$ cat src/rtl/sram_dp_be.sv
// Simple dual-port synchronous SRAM with byte enables, write-first bypass and post-reset hardware clear.
// Optional per-byte even parity storage and checking is enabled by defining SRAM_DP_PARITY_EN.
module sram_dp_be #(
  parameter int DATA_W = 8,
  parameter int DEPTH  = 8,
  parameter int ADDR_W = (DEPTH > 1) ? $clog2(DEPTH) : 1,
  localparam int NBYTES = DATA_W / 8
) (
  input  logic              clk,
  input  logic              rst_n,
  input  logic              wr,
  input  logic [ADDR_W-1:0] wr_add,
  input  logic [NBYTES-1:0] wr_be,
  input  logic [DATA_W-1:0] data_in,
  input  logic              rd,
  input  logic [ADDR_W-1:0] rd_add,
  output logic [DATA_W-1:0] data_out,
  output logic              rd_valid,
  output logic              busy
`ifdef SRAM_DP_PARITY_EN
  ,
  input  logic              par_inject,
  output logic              parity_err
`endif
);

  typedef enum logic {
    CLEAR = 1'b0,
    IDLE  = 1'b1
  } state_e;

  localparam logic [ADDR_W:0]   DEPTH_C = (ADDR_W + 1)'(DEPTH);
  localparam logic [ADDR_W-1:0] LAST_C  = ADDR_W'(DEPTH - 1);

  state_e            state_q;
  logic [ADDR_W-1:0] ptr_q;
  logic              busy_q;

  logic [DATA_W-1:0] mem_q [DEPTH];
  logic [DATA_W-1:0] data_out_q;
  logic [DATA_W-1:0] rd_data_d;
  logic              rd_valid_q;

  logic wr_ok;
  logic rd_go;
  logic rd_in;
  logic collide;

  // Handshake: a request is taken on an edge where it is high, busy is low and
  // reset is released; there is no back-pressure, so anything else is dropped.
  assign wr_ok   = rst_n & ~busy_q & wr & ({1'b0, wr_add} < DEPTH_C);
  assign rd_go   = rst_n & ~busy_q & rd;
  assign rd_in   = ({1'b0, rd_add} < DEPTH_C);
  assign collide = wr_ok & rd_go & rd_in & (wr_add == rd_add);

  always_ff @(posedge clk) begin
    if (!rst_n) begin
      state_q <= CLEAR;
      ptr_q   <= '0;
      busy_q  <= 1'b1;
    end else if (state_q == CLEAR) begin
      if (ptr_q == LAST_C) begin
        state_q <= IDLE;
        busy_q  <= 1'b0;
      end else begin
        ptr_q <= ptr_q + ADDR_W'(1);
      end
    end
  end

  // Storage array has no reset; it is zeroed by the clear walk instead.
  always_ff @(posedge clk) begin
    if (rst_n && state_q == CLEAR) begin
      mem_q[ptr_q] <= '0;
    end else if (wr_ok) begin
      for (int i = 0; i < NBYTES; i++) begin
        if (wr_be[i]) mem_q[wr_add][8*i +: 8] <= data_in[8*i +: 8];
      end
    end
  end

  // Write-first: enabled bytes of a same-address write bypass the array.
  always_comb begin
    rd_data_d = '0;
    if (rd_in) begin
      for (int i = 0; i < NBYTES; i++) begin
        rd_data_d[8*i +: 8] = (collide && wr_be[i]) ? data_in[8*i +: 8]
                                                    : mem_q[rd_add][8*i +: 8];
      end
    end
  end

  always_ff @(posedge clk) begin
    if (!rst_n) begin
      data_out_q <= '0;
      rd_valid_q <= 1'b0;
    end else begin
      rd_valid_q <= rd_go;
      if (rd_go) data_out_q <= rd_data_d;
    end
  end

  assign data_out = data_out_q;
  assign rd_valid = rd_valid_q;
  assign busy     = busy_q;

`ifdef SRAM_DP_PARITY_EN
  logic [NBYTES-1:0] par_q [DEPTH];
  logic [NBYTES-1:0] wr_par;
  logic              par_err_d;
  logic              parity_err_q;

  always_comb begin
    wr_par = '0;
    for (int i = 0; i < NBYTES; i++) begin
      wr_par[i] = (^data_in[8*i +: 8]) ^ par_inject;
    end
  end

  always_ff @(posedge clk) begin
    if (rst_n && state_q == CLEAR) begin
      par_q[ptr_q] <= '0;
    end else if (wr_ok) begin
      for (int i = 0; i < NBYTES; i++) begin
        if (wr_be[i]) par_q[wr_add][i] <= wr_par[i];
      end
    end
  end

  always_comb begin
    par_err_d = 1'b0;
    if (rd_in) begin
      for (int i = 0; i < NBYTES; i++) begin
        if (collide && wr_be[i]) begin
          par_err_d = par_err_d | ((^rd_data_d[8*i +: 8]) ^ wr_par[i]);
        end else begin
          par_err_d = par_err_d | ((^rd_data_d[8*i +: 8]) ^ par_q[rd_add][i]);
        end
      end
    end
  end

  always_ff @(posedge clk) begin
    if (!rst_n) parity_err_q <= 1'b0;
    else        parity_err_q <= rd_go & par_err_d;
  end

  assign parity_err = parity_err_q;
`endif

endmodule

$ cat config.mk
export PLATFORM = sky130hd
export DESIGN_NAME = sram_dp_be
export DESIGN_NICKNAME = d
export VERILOG_FILES = /design/src/rtl/sram_dp_be.sv
export SDC_FILE = /design/constraint.sdc
export NUM_CORES = 1
export LEC_CHECK = 0
export CAP_MARGIN = 5
export CORE_ASPECT_RATIO = 1.4
export CORE_MARGIN = 5
export CORE_UTILIZATION = 41
export CTS_CLUSTER_DIAMETER = 80
export CTS_CLUSTER_SIZE = 16
export DETAILED_ROUTE_END_ITERATION = 16
export GPL_TIMING_DRIVEN = 0
export PLACE_DENSITY = 0.59
export SYNTH_ARGS = -nofsm -noshare
export SYNTH_HDL_FRONTEND = slang
export SYNTH_SLANG_ARGS = --single-unit
$ cat constraint.sdc
create_clock -name clk -period 1.82 [get_ports clk]
set_input_delay 0.364 -clock clk [delete_from_list [all_inputs] [get_ports clk]]
set_output_delay 0.364 -clock clk [all_outputs]
set_load 0.02 [all_outputs]
; Word-level counts from Yosys, hierarchy flattened
; Memory sizes are Yosys's and may differ from the RTL's.
; Index checks and enable logic that the tools add are counted.
[totals]
ff_bits = 14
ramBits = 64
input_bits = 19
wordCells = 34
memories = 1
[classes]
addsub = 1
eq_ne = 2
n_mux = 12
bitwise_logic = 8
reduce_logical = 5
[mem_list]
columns = name, words, width, rd, rd_ports_with_merged_regs, write_ports, line
row1 = mem_q, 8, 8, 1, 0, 1, 39  ; logic [DATA_W-1:0] mem_q [DEPTH];
[op_table]
columns = cell, n
row1 = two-way mux 8 bit, 2
row2 = two-way mux 1 bit, 9
row3 = OR reduction 8 bit, 1
row4 = bitwise AND 1 bit, 5
row5 = AND reduction 2 bit, 2
row6 = "adder 3 x 1 -> 3 bit, second input constant", 1
row7 = equality test 3 bit, 1
row8 = "equality test 3 bit, second input constant", 1
row9 = two-way mux 3 bit, 1
row10 = inverter 1 bit, 3
row11 = logical AND 1 bit, 2

; Depth between registers and ports, before layout
; Gate-level depths: netlist of run 1.
[logic_depth]
word_depth = 8
ltp_mapped = 6
depth_no_buf = 5

; Least setup slack after synthesis of run 1
; No wires, ideal clock.
[synth_timing]
path_type = input to register
start = in rst_n
end = mem mem_q[6][0] (enable)
setup_ns = 0.370
arrival_time_ns = 1.585
t_required_ns = 1.450
slack_ns = -0.135
path_stages = 4
path_buffers = 0
path_cell_list = inv_1 -> nor4_4 -> mux2_2 -> nor2_1
[synth_between]
elab_chain_cells = 7
[synth_rtl]
columns = item, line
row1 = "start, declared", 10  ; input logic rst_n,
row2 = bitwise AND 1 bit (2 in a row), 51  ; assign wr_ok = rst_n & ~busy_q & wr & ({1'b0, wr_add} < DEPTH_C);
row3 = two-way mux 1 bit, 75  ; end else if (wr_ok) begin
row4 = two-way mux 1 bit, 73  ; if (rst_n && state_q == CLEAR) begin
row5 = two-way mux 1 bit (implied by the code), 77  ; if (wr_be[i]) mem_q[wr_add][8*i +: 8] <= data_in[8*i +: 8];
row6 = OR reduction 8 bit (no source line), --
row7 = two-way mux 3 bit (no source line) or two-way mux 1 bit (tied branches), --
row8 = "end, declared", 39
; Parallel ways exist; a longest one is shown, timed or not.

; Worst setup path in the final report of run 1
[layout_timing]
start = reg state_q
end = mem mem_q[1][3] (enable)
[layout_between]
elab_chain_cells = 6
[layout_rtl]
columns = item, line
row1 = "start, declared", 35  ; state_e state_q;
row2 = "start signal, assigned", 58  ; state_q <= CLEAR;
row3 = "start signal, assigned", 63  ; state_q <= IDLE;
row4 = inverter 1 bit (no source line) *, --
row5 = logical AND 1 bit *, 73
row6 = two-way mux 1 bit, 73
row7 = two-way mux 1 bit (implied by the code), 77
row8 = OR reduction 8 bit (no source line), --
row9 = two-way mux 3 bit (no source line) or two-way mux 1 bit (tied branches), --
; Every way passes the cells marked *; elsewhere a longest branch is shown, timed or not.

==> flow_summary_export.csv, run 1 <==
group,metric,value,unit
status,status,"finished clean",
place,placed_area,3640,um^2
critical_path,slowest_stage,"dfxtp_4",
layout,insertedDiodeCount,0,
global_routing,gr-total-overflow,0,
timing,skew,10.1,ps
floorplanning,num_rows,38,
global_routing,grt_max_degree,13,
layout,final_area,4310,um^2
place,place_inst,315,
timing,fmax,565,MHz
clocking,ctsHoldBuffers,0,
layout,drive_gt1_frac,0.302,
synthesis,synth_warnings,0,
layout,area.growth.synth_to_final,32.5,%
floorplanning,dieArea,9840,um^2
global_routing,antenna_found_initial,0,
synthesis,synthCells,189,
layout,final_cell_mix,"edfxtp_1, clkdlybuf4s50_1, buf_4, dfxtp_1",
timing,period_minus_slack,1770,ps
critical_path,critPathMaxStageDelay,390,ps
layout,nFillCells,611,
clocking,cts_max_level,3,
critical_path,required,1940,ps
clocking,clk_pin_slew_worst_paths,80,ps
clocking,clk_path_buf_depth,2,
place,port_buffers,26,
critical_path,critical_path.top_delay_family,"buffers and inverters",
critical_path,cp-end-kind,"flop",
timing,tns,0,ps
layout,fin_nets,271,
layout,instances_no_fill,355,
timing,rsz0062_at_grt,"no",
critical_path,path_buf_inv,4,
synthesis,synth.avg_cell_area,17.2,um^2
synthesis,synth_cell_types,28,
hold_path,hold_path_class,"in2reg",
timing,slew_headroom,0.281,
global_routing,grt_first_pass_wirelength,11600,um
critical_path,cp.arrival,1890,ps
layout,mostFrequentLayoutCell,"edfxtp_1",
global_routing,grt_use_total,0.165,
layout,multi_input_area,1130,um^2
timing,drv_slew,0,
flow_run,cap_violations,0,
critical_path,crit_fanout,6,
floorplanning,die_w,85.3,um
power,leakagePower,1.47,nW
route,totalWireLength,7380,um
power,ir_worst_vdd,0.651,mV
floorplanning,io-pin-count,29,
layout,regArea,2210,um^2
clocking,cts_sinks,78,
route,drt_iter0_markers,140,
timing,worst_pin_slew,1080,ps
synthesis,yosysSeqAreaShare,0.677,
route,ant_nets,0,
critical_path,crit_path_cell_trace,"inv_4 -> nor4_4 -> buf_4 -> buf_6 -> mux2i_4 -> nor2_4 -> buf_4",
power,powerDensity,889,nW/um^2
timing,finalSetupViolCount,0,
place,gp_congestion,0.748,
clocking,cts_buffers,9,
critical_path,cp_common_cell,"buf_4",
synthesis,synth_area,3250,um^2
timing,post-route-period-util,0.973,
clocking,cts_root_buf,"clkbuf_8",
route,routedWlPerCell,20.8,um
place,hpwl,4360,um
clocking,cts_tree,"done",
layout,utilization,0.556,
clocking,clk_latency,360,ps
route,drc,0,
floorplanning,core-area,7750,um^2
synthesis,ys_ff_latch,78,
floorplanning,initial_utilization,0.420,
critical_path,critical_path_class,"reg2reg",
route,vias,1913,
synthesis,synth_nets,210,
global_routing,grt_pass1_vias,2055,
route,firstDrtPassIters,4,
route,via_per_inst,5.39,
floorplanning,dieHeight,115,um
timing,hold_viol,0,
critical_path,startpoint_type,"flop",
## final cells by class
class / count / area share
clock buffer: 13 / 0.0392
clock inverter: 3 / 0.0151
inverter: 4 / 0.00406
multi-input combinational: 100 / 0.263
tap: 100 / 0.0290
buffer: 7 / 0.0174
timing repair buffer: 50 / 0.120
sequential: 78 / 0.512
## worst register-to-register path, stage by stage (launching register included)
cell	delay (ps)
dfxtp_4	390
inv_4	50
nor4_4	230
buf_4	190
buf_6	140
mux2i_4	300
nor2_4	70
buf_4	160
## sequential cells by signal, indices dropped and copies added, names as in the netlist
| name | count |
|---|---|
| busy | 1 |
| data_out | 8 |
| mem_q | 64 |
| ptr_q | 3 |
| rd_valid | 1 |
| state_q | 1 |
## metal layers
layer  wire [um]  GRT usage  vias to the layer above
met5           0          0                        -
met4         221     0.0655                        0
met3         342     0.0480                       17
met2        3700      0.275                       53
met1        3120      0.201                      974
li1            -          -                      869
## metrics by stage
stage	hold WS (ps)	power, mW	setup WS, ps
6_report	300	3.83	49.1
3_3_place_gp	468	2.28	-1410
3_5_place_dp	477	2.29	-1440
4_1_cts	451	3.84	4.86
2_1_floorplan	440	2.19	-70.6
5_1_grt	292	3.99	3.44
## kinds of logic after synthesis
kind of cell             synth area share
AO/OA/AOI/OAI                      0.0508
XOR/XNOR                           0.0108
adder cells (fa/ha/maj)           0.00769
buffers and inverters              0.0238
flip-flops                          0.677
multiplexers                        0.152
AND/OR/NAND/NOR                    0.0781
## Yosys cell counts
library cell   n  area [um^2]
xnor2_1        1         8.76
buf_2          4         20.0
a221o_1        8         80.1
buf_6          2         22.5
nor4_1         2         12.5
mux4_2         6          135
xor2_1         3         26.3
edfxtp_1      64         1920
nor2_1        20         75.1
a21oi_1        4         20.0
and3b_1        1         8.76
nor3_1         1         5.00
nor2b_1        7         43.8
o21ai_0        4         20.0
dfxtp_1       14          280
inv_1          4         15.0
nand2_1        5         18.8
mux4_1         9          236
and2_1        10         62.6
nor4_4         1         21.3
nand2b_1       1         6.26
mux2_2         2         22.5
buf_12         1         20.0
a2111oi_0      1         8.76
a32oi_1        1         8.76
o41ai_4        1         27.5
mux2i_1       10          100
ha_1           2         25.0
## report_power, final
group | switching, mW | total (mW) | leakage (nW) | internal (mW)
Sequential | 0.0236 | 1.99 | 0.645 | 1.97
Combinational | 0.176 | 0.347 | 0.705 | 0.171
Clock | 0.606 | 1.49 | 0.120 | 0.883
## timing repair
action | 4_1_cts | 5_1_grt
gates resized for setup | 31 | 21
setup buffers | 23 | 2
endpoints found under the setup margin | 136 | 71
pin swaps | 10 | 3
## path summary, 6_finish.rpt
| path | to | startpoint | slack, ps | depth (start not counted) |
|---|---|---|---|---|
| max | mem_q[1][3] | state_q | 50 | 7 |
| min | busy | rst_n | 300 | 2 |
| max reg2reg | mem_q[1][3] | state_q | 50 | 7 |
| min reg2reg | data_out[1] | data_out[1] | 490 | 1 |
No activity file was read; power rests on OpenSTA's default activity.
==> inputs of run 2 (changes only) <==
CORE_UTILIZATION = 51   (was 41)
PLACE_DENSITY = 0.72   (was 0.59)
==> run 2 against run 1 <==
Compared with the run above:
- clock skew shrank 1.2 ps
- largest cell class unchanged
- sequential share of layout area increased by 1.5 points
- sequential power hardly changed
- worst hold slack gained 12 ps
- critical path depth fell by 1
- critical endpoint is now data_out[2]
- setup slack got worse by 47 ps
- total power down 2.5%
==> flow_summary_export.csv, run 2 (synthesis results as in run 1) <==
group,metric,value,unit
route,drc,0,
place,port_buffers,26,
timing,whs,312,ps
global_routing,grt_use_total,0.184,
place,gp_congestion,0.790,
clocking,cts_root_buf,"clkbuf_8",
critical_path,cp.arrival,2050,ps
layout,nFillCells,416,
layout,multi_input_area,1120,um^2
layout,top_register,"mem_q",
power,leakagePower,1.42,nW
hold_path,worstHoldStart,"rst_n",
timing,fmax,550,MHz
clocking,clk_latency,350,ps
power,powerDensity,892,nW/um^2
global_routing,grt_max_degree,15,
timing,period_minus_slack,1820,ps
layout,fin_nets,262,
timing,worst_pin_slew,1130,ps
clocking,clk_pin_slew_worst_paths,80,ps
critical_path,crit_fanout,8,
route,via_per_inst,5.87,
layout,regArea,2210,um^2
layout,final_cell_mix,"edfxtp_1, clkdlybuf4s50_1, dfxtp_1, nor2_1, and2_1",
floorplanning,core-area,6210,um^2
power,p_sw_frac,0.223,
power,intPower,2.90,mW
layout,drive_gt1_frac,0.276,
route,drt_iter0_markers,204,
critical_path,critical_path_class,"in2reg",
timing,post-route-period-util,0.999,
clocking,cts_buffers,9,
floorplanning,die_w,77.5,um
layout,mostFrequentLayoutCell,"edfxtp_1",
layout,insertedDiodeCount,0,
timing,drv_slew,0,
floorplanning,num_rows,34,
critical_path,startpoint_type,"primary input",
layout,largest_reg_flops,64,
global_routing,grt_pass1_vias,1929,
global_routing,grt_first_pass_wirelength,11000,um
timing,finalSetupViolCount,0,
critical_path,required,2050,ps
timing,skew,8.90,ps
layout,area.growth.synth_to_final,28.7,%
floorplanning,dieArea,8100,um^2
critical_path,cp-end-kind,"flop",
flow_run,cap_violations,0,
critical_path,r2r-start,"state_q",
route,firstDrtPassIters,4,
clocking,cts_sinks,78,
floorplanning,dieHeight,105,um
power,comb_power_share,0.086,
route,vias,1866,
power,power_frac_clock,0.380,
floorplanning,initial_utilization,0.524,
power,ir_worst_vdd,0.654,mV
timing,tns,0,ps
hold_path,hold_path_class,"in2reg",
clocking,clk_path_buf_depth,2,
timing,hold_viol,0,
power,seq_power_share,0.534,
global_routing,gr-total-overflow,0,
clocking,cts_max_level,3,
status,status,"finished clean",
clocking,cts_tree,"done",
place,hpwl,4120,um
clocking,ctsHoldBuffers,0,
route,totalWireLength,7110,um
floorplanning,io-pin-count,29,
power,power.switching,0.834,mW
route,routedWlPerCell,22.4,um
critical_path,cp-startpoint,"wr_add[2]",
timing,slew_headroom,0.250,
global_routing,antenna_found_initial,0,
route,ant_nets,0,
[run 2: final cells by class]
cell class,instances,share of cell area
flip-flops and latches,78,0.527
multi-input cells,100,0.268
repair buffers,41,0.107
clock buffers,9,0.0296
clock inverters,7,0.0230
well taps,72,0.0215
plain buffers,7,0.0206
inverters,4,0.00359
[run 2: final timing paths]
| path | to | slack (ps) | cells past startpoint |
|---|---|---|---|
| hold reg to reg | data_out[1] | 500 | 1 |
| setup reg to reg | mem_q[5][6] | 100 | 7 |
| setup / recovery | data_out[2] | 2 | 6 |
| hold / removal | busy | 310 | 2 |
[run 2: repair_timing]
action,CTS,global route
setup endpoints to repair,136,83
pin swaps,10,6
gates resized for setup,32,18
setup buffers,15,1
[run 2: worst max-delay path: stages]
cell and delay [ps]:
clkdlybuf4s50_1 610, xor2_2 260, nor4_1 110, and2_1 160
clkbuf_4 210, a221o_1 330
[run 2: per-layer routing]
layer / routed length, um / track usage / vias to the layer above / share of wire
met5: 0 / 0 / - / 0
met4: 177 / 0.0971 / 0 / 0.025
met3: 338 / 0.0347 / 17 / 0.048
met2: 3740 / 0.297 / 54 / 0.53
met1: 2860 / 0.234 / 946 / 0.40
li1: - / - / 849 / -
[run 2: per-stage QoR]
stage               std cells  area (um^2)  utilization  worst slack [ps]  power, mW
floorplan                 189         3260            -             -70.6       2.19
global placement          287         3610        0.581             -1430       2.28
detailed placement        287         3610        0.581             -1420       2.29
CTS                       318         4120        0.664              1.99       3.73
global route              318         4190        0.674             -26.3       3.86
finish                    318         4190        0.674              1.95       3.73
[run 2: power groups by stage]
stage | sequential [mW] | combinational, mW | clock, mW
global route | 2.00 | 0.342 | 1.52
floorplan | 2.03 | 0.158 | 0
CTS | 1.99 | 0.315 | 1.42
finish | 1.99 | 0.321 | 1.42
global placement | 2.03 | 0.248 | 0
detailed placement | 2.03 | 0.251 | 0
==> variant 1 (settings of run 2) <==
The output `rd_valid` loses its register stage (`rd_valid_q` becomes a continuous assignment).
--- a/src/rtl/sram_dp_be.sv
+++ b/src/rtl/sram_dp_be.sv
@@ -93,12 +93,12 @@
   always_ff @(posedge clk) begin
     if (!rst_n) begin
       data_out_q <= '0;
-      rd_valid_q <= 1'b0;
     end else begin
-      rd_valid_q <= rd_go;
       if (rd_go) data_out_q <= rd_data_d;
     end
   end
+
+  assign rd_valid_q = rd_go;
 
   assign data_out = data_out_q;
   assign rd_valid = rd_valid_q;
Check against the original RTL: not equivalent (a bounded check fails within 10 cycles, from zero or initial values and one cycle with rst_n low).
==> variant 1 against run 2 <==
  * Critical path type unchanged
  * Register-to-register slack lost 40 ps
  * Design area shrank 0.90%
  * Power grew 2.2%
  * Worst setup slack gained 49 ps
  * Highest routed layer unchanged
  * Synthesized cell count grew 0.53%
  * Area after synthesis shrank 0.81%
  * Sequential cell count shrank 1
  * Non-clock buffer count grew 2
  * Routed wire length grew 2.0%
  * Fmax grew 2.8%
==> variant 1: results (changes against run 2) <==
status=finished, final reports clean; placer congestion estimate=0.815 (+3.1%); Register-to-Register Path Depth=6 (-1); Routed WL per cell=22.8 microns (+2.0%); r2r endpoint=mem_q[2][6]; maximum clock frequency=0.565 GHz (+2.8%); # fillers=427 (+2.6%); Vias/cell=5.97 (+1.8%); skew final=15.0 ps (+6.09 ps); R2R Setup Slk=60 ps (-40 ps); Syn Nets=211 (+0.48%); WP data arrival=1870 ps (-180 ps); Cell Area, Placed=3570 sq um (-1.1%); critical path startpoint=rst_n; Synth Area per Inst=17.0 sq um (-1.3%); CP peak stage delay=540 ps (-70 ps); Max FO, Critical Path=10 (+2); crit path to=mem_q[0][4]; Seq/Total Area, Yosys=0.676 (-0.000692); Synth area leaders=edfxtp_1, dfxtp_1, mux4_1, mux4_2, a221o_1; Worst Hold Class=register to register; leakage=1.55 nW (+9.2%); global-route usage over all layers=0.187 (+0.00234); DRT iter0 DRCs=111 (-46%); worst slack, placed=-957 ps (+463 ps)
[variant 1: how the worst min path moves through the flow]
stage | startpoint | endpoint | cells past startpoint
floorplan | data_in[2] | data_out[2] | 2
global placement | data_out[7] | data_out[7] | 1
detailed placement | data_out[1] | data_out[1] | 1
CTS | rd_add[0] | data_out[7] | 4
global route | rd_add[0] | data_out[2] | 3
finish | data_out[1] | data_out[1] | 1
[variant 1: logic make-up after synthesis]
logic type	count (synthesis)	synth area share
flip-flops	77	0.676
adder cells (fa/ha/maj)	2	0.00775
multiplexers	23	0.144
buffers and inverters	15	0.0291
XOR/XNOR	4	0.0109
AO/OA/AOI/OAI	26	0.0648
AND/OR/NAND/NOR	43	0.0675
[variant 1: layer usage]
metal / track usage / vias to the layer above / share of wire
li1: - / 854 / -
met5: 0 / - / 0
met3: 0.0347 / 16 / 0.059
met4: 0.0872 / 0 / 0.028
met2: 0.295 / 62 / 0.49
met1: 0.248 / 968 / 0.42
[variant 1: power breakdown]
part	internal, mW	total, mW	switching (mW)
combinational	0.155	0.321	0.166
clock	0.948	1.54	0.591
sequential	1.94	1.96	0.0199
[variant 1: what timing repair did]
item / CTS / global route
pin swaps: 10 / 2
buffers inserted: 14 / 1
resized for setup: 34 / 15
setup endpoints to repair: 137 / 72
[variant 1: through the flow]
step                      TNS [ps]  utilization
after floorplan               -225            -
after global placement      -84230        0.574
after detailed placement    -85890        0.574
after CTS                        0        0.659
after global routing         -8.63        0.668
final                            0        0.668
[variant 1: layout make-up]
type                       count  share of cell area
sequential                    77               0.527
inverter                       5             0.00452
buffer                        10              0.0211
multi-input combinational     98               0.261
clock inverter                 4              0.0229
clock buffer                  12              0.0350
tap                           72              0.0217
timing repair buffer          40               0.107
==> variant 2 (settings of run 2) <==
Without the edit above. The parameter `DEPTH` goes from 8 to 16.
--- a/src/rtl/sram_dp_be.sv
+++ b/src/rtl/sram_dp_be.sv
@@ -2,7 +2,7 @@
 // Optional per-byte even parity storage and checking is enabled by defining SRAM_DP_PARITY_EN.
 module sram_dp_be #(
   parameter int DATA_W = 8,
-  parameter int DEPTH  = 8,
+  parameter int DEPTH  = 16,
   parameter int ADDR_W = (DEPTH > 1) ? $clog2(DEPTH) : 1,
   localparam int NBYTES = DATA_W / 8
 ) (
Ports: changed (resized rd_add and wr_add); port bits go from 29 to 31. No check against the original RTL was run, so the function may have changed too.
==> variant 2 against run 2 <==
  * The flow now finishes with violations (setup timing)
  * Worst setup slack lost 69 ps
  * Count of clock-buffer cells in the layout is 11 higher
  * Power increased by 86%
  * Design area increased by 80%
  * Sequential power grew 81%
  * Area after synthesis is 81% higher
  * Synthesized cell count is 79% higher
  * Largest cell class unchanged
  * Critical endpoint is now mem_q[10][1]
  * Global-route usage is 2.6 points higher
  * Routed wire length rose by 94%
  * Hold slack better by 89 ps
  * Sequential cell count rose by 65
  * Register-to-register slack lost 160 ps
==> variant 2: results (changes against run 2) <==
status=finished with violations; failing checks=setup timing; clock-pin slew on the worst setup and hold paths=50 ps (-30 ps); DR pass1 iterations=5 (+1); WP data arrival=2020 ps (-30 ps); Synth area leaders=edfxtp_1, mux4_1, dfxtp_1, mux4_2, mux2_2; H-tree Lvls=4 (+1); CTS Buf Count=17 (+8); Syn Nets=360 (+71%); max reg flops=128 (+100%); post-CTS setup buffers=21 (+6); Yosys cell types=36 (+29%); worst slack, placed=-1190 ps (+232 ps); Cell Area, Placed=6380 sq um (+77%); Setup WS post-layout=-66.8 ps (-68.7 ps); Root Driver=clkbuf_16; Commonest cells post-synth=edfxtp_1, nor2_1, mux2_2; global-route usage over all layers=0.210 (+0.0256); hold depth=3 (+1); placer congestion estimate=0.841 (+6.4%); skew final=9.97 ps (+1.08 ps); maximum VDD drop=0.568 mV (-13%); Finish-stage setup viols=117 (+117); Vias=3452 (+85%); HPWL Detailed=8420 microns (+100%); global-route wire length before repair=20500 microns (+87%); # resized after CTS=58 (+81%); leakage=2.33 nW (+64%)
[variant 2: cell count changes after synthesis, sizes merged, moves of 6 or more]
cell,delta
mux4,+9
o22ai,+8
buf,+7
mux2i,-9
a211oi,+8
o221ai,+8
nor3b,+6
edfxtp,+64
a221oi,+8
nor3,+10
a221o,-8
mux2,+14
[variant 2: layer usage]
metal  vias up  wire length [microns]  global-route usage
li1       1512                      -                   -
met1      1740                   5030               0.243
met2       162                   7460               0.356
met3        38                    915              0.0541
met4         0                    385               0.109
met5         -                      0                   0
[variant 2: layout make-up]
type	count	area [sq um]
Fill cell	681	3790
Clock inverter	10	50.0
Timing Repair Buffer	51	674
Tap cell	144	180
Multi-Input combinational cell	173	1920
Buffer	18	131
Inverter	3	11.3
Sequential cell	143	4150
Clock buffer	20	437
[variant 2: cells by family after synthesis]
family / share of synthesized area
flops: 0.705
mux: 0.132
xor+xnor: 0.0104
buf+inv: 0.0202
compound gates: 0.0630
fa+ha+maj: 0.00213
simple gates: 0.0675
[variant 2: path summary, 6_finish.rpt]
path | from | slack (ps) | endpoint
max | wr_be | -70 | mem_q[10][1]
min | rst_n | 400 | data_out[6]
max reg2reg | busy | -60 | mem_q[7][3]
min reg2reg | busy | 530 | busy
[variant 2: metrics by stage]
| step | hold WS, ps | cells |
|---|---|---|
| after floorplan | 502 | 338 |
| after global placement | 498 | 508 |
| after detailed placement | 509 | 508 |
| after CTS | 376 | 559 |
| after global routing | 398 | 562 |
| final | 401 | 562 |
[variant 2: tightest hold or removal path: cells and delay by family]
kind	cells	cell delay, ps
buffers and inverters	1	250
AOI/OAI and AO/OA	2	140
[variant 2: where the power goes]
group,switching (mW),internal [mW]
sequential,0.0264,3.57
clock,1.20,1.69
combinational,0.233,0.219
total,1.46,5.48
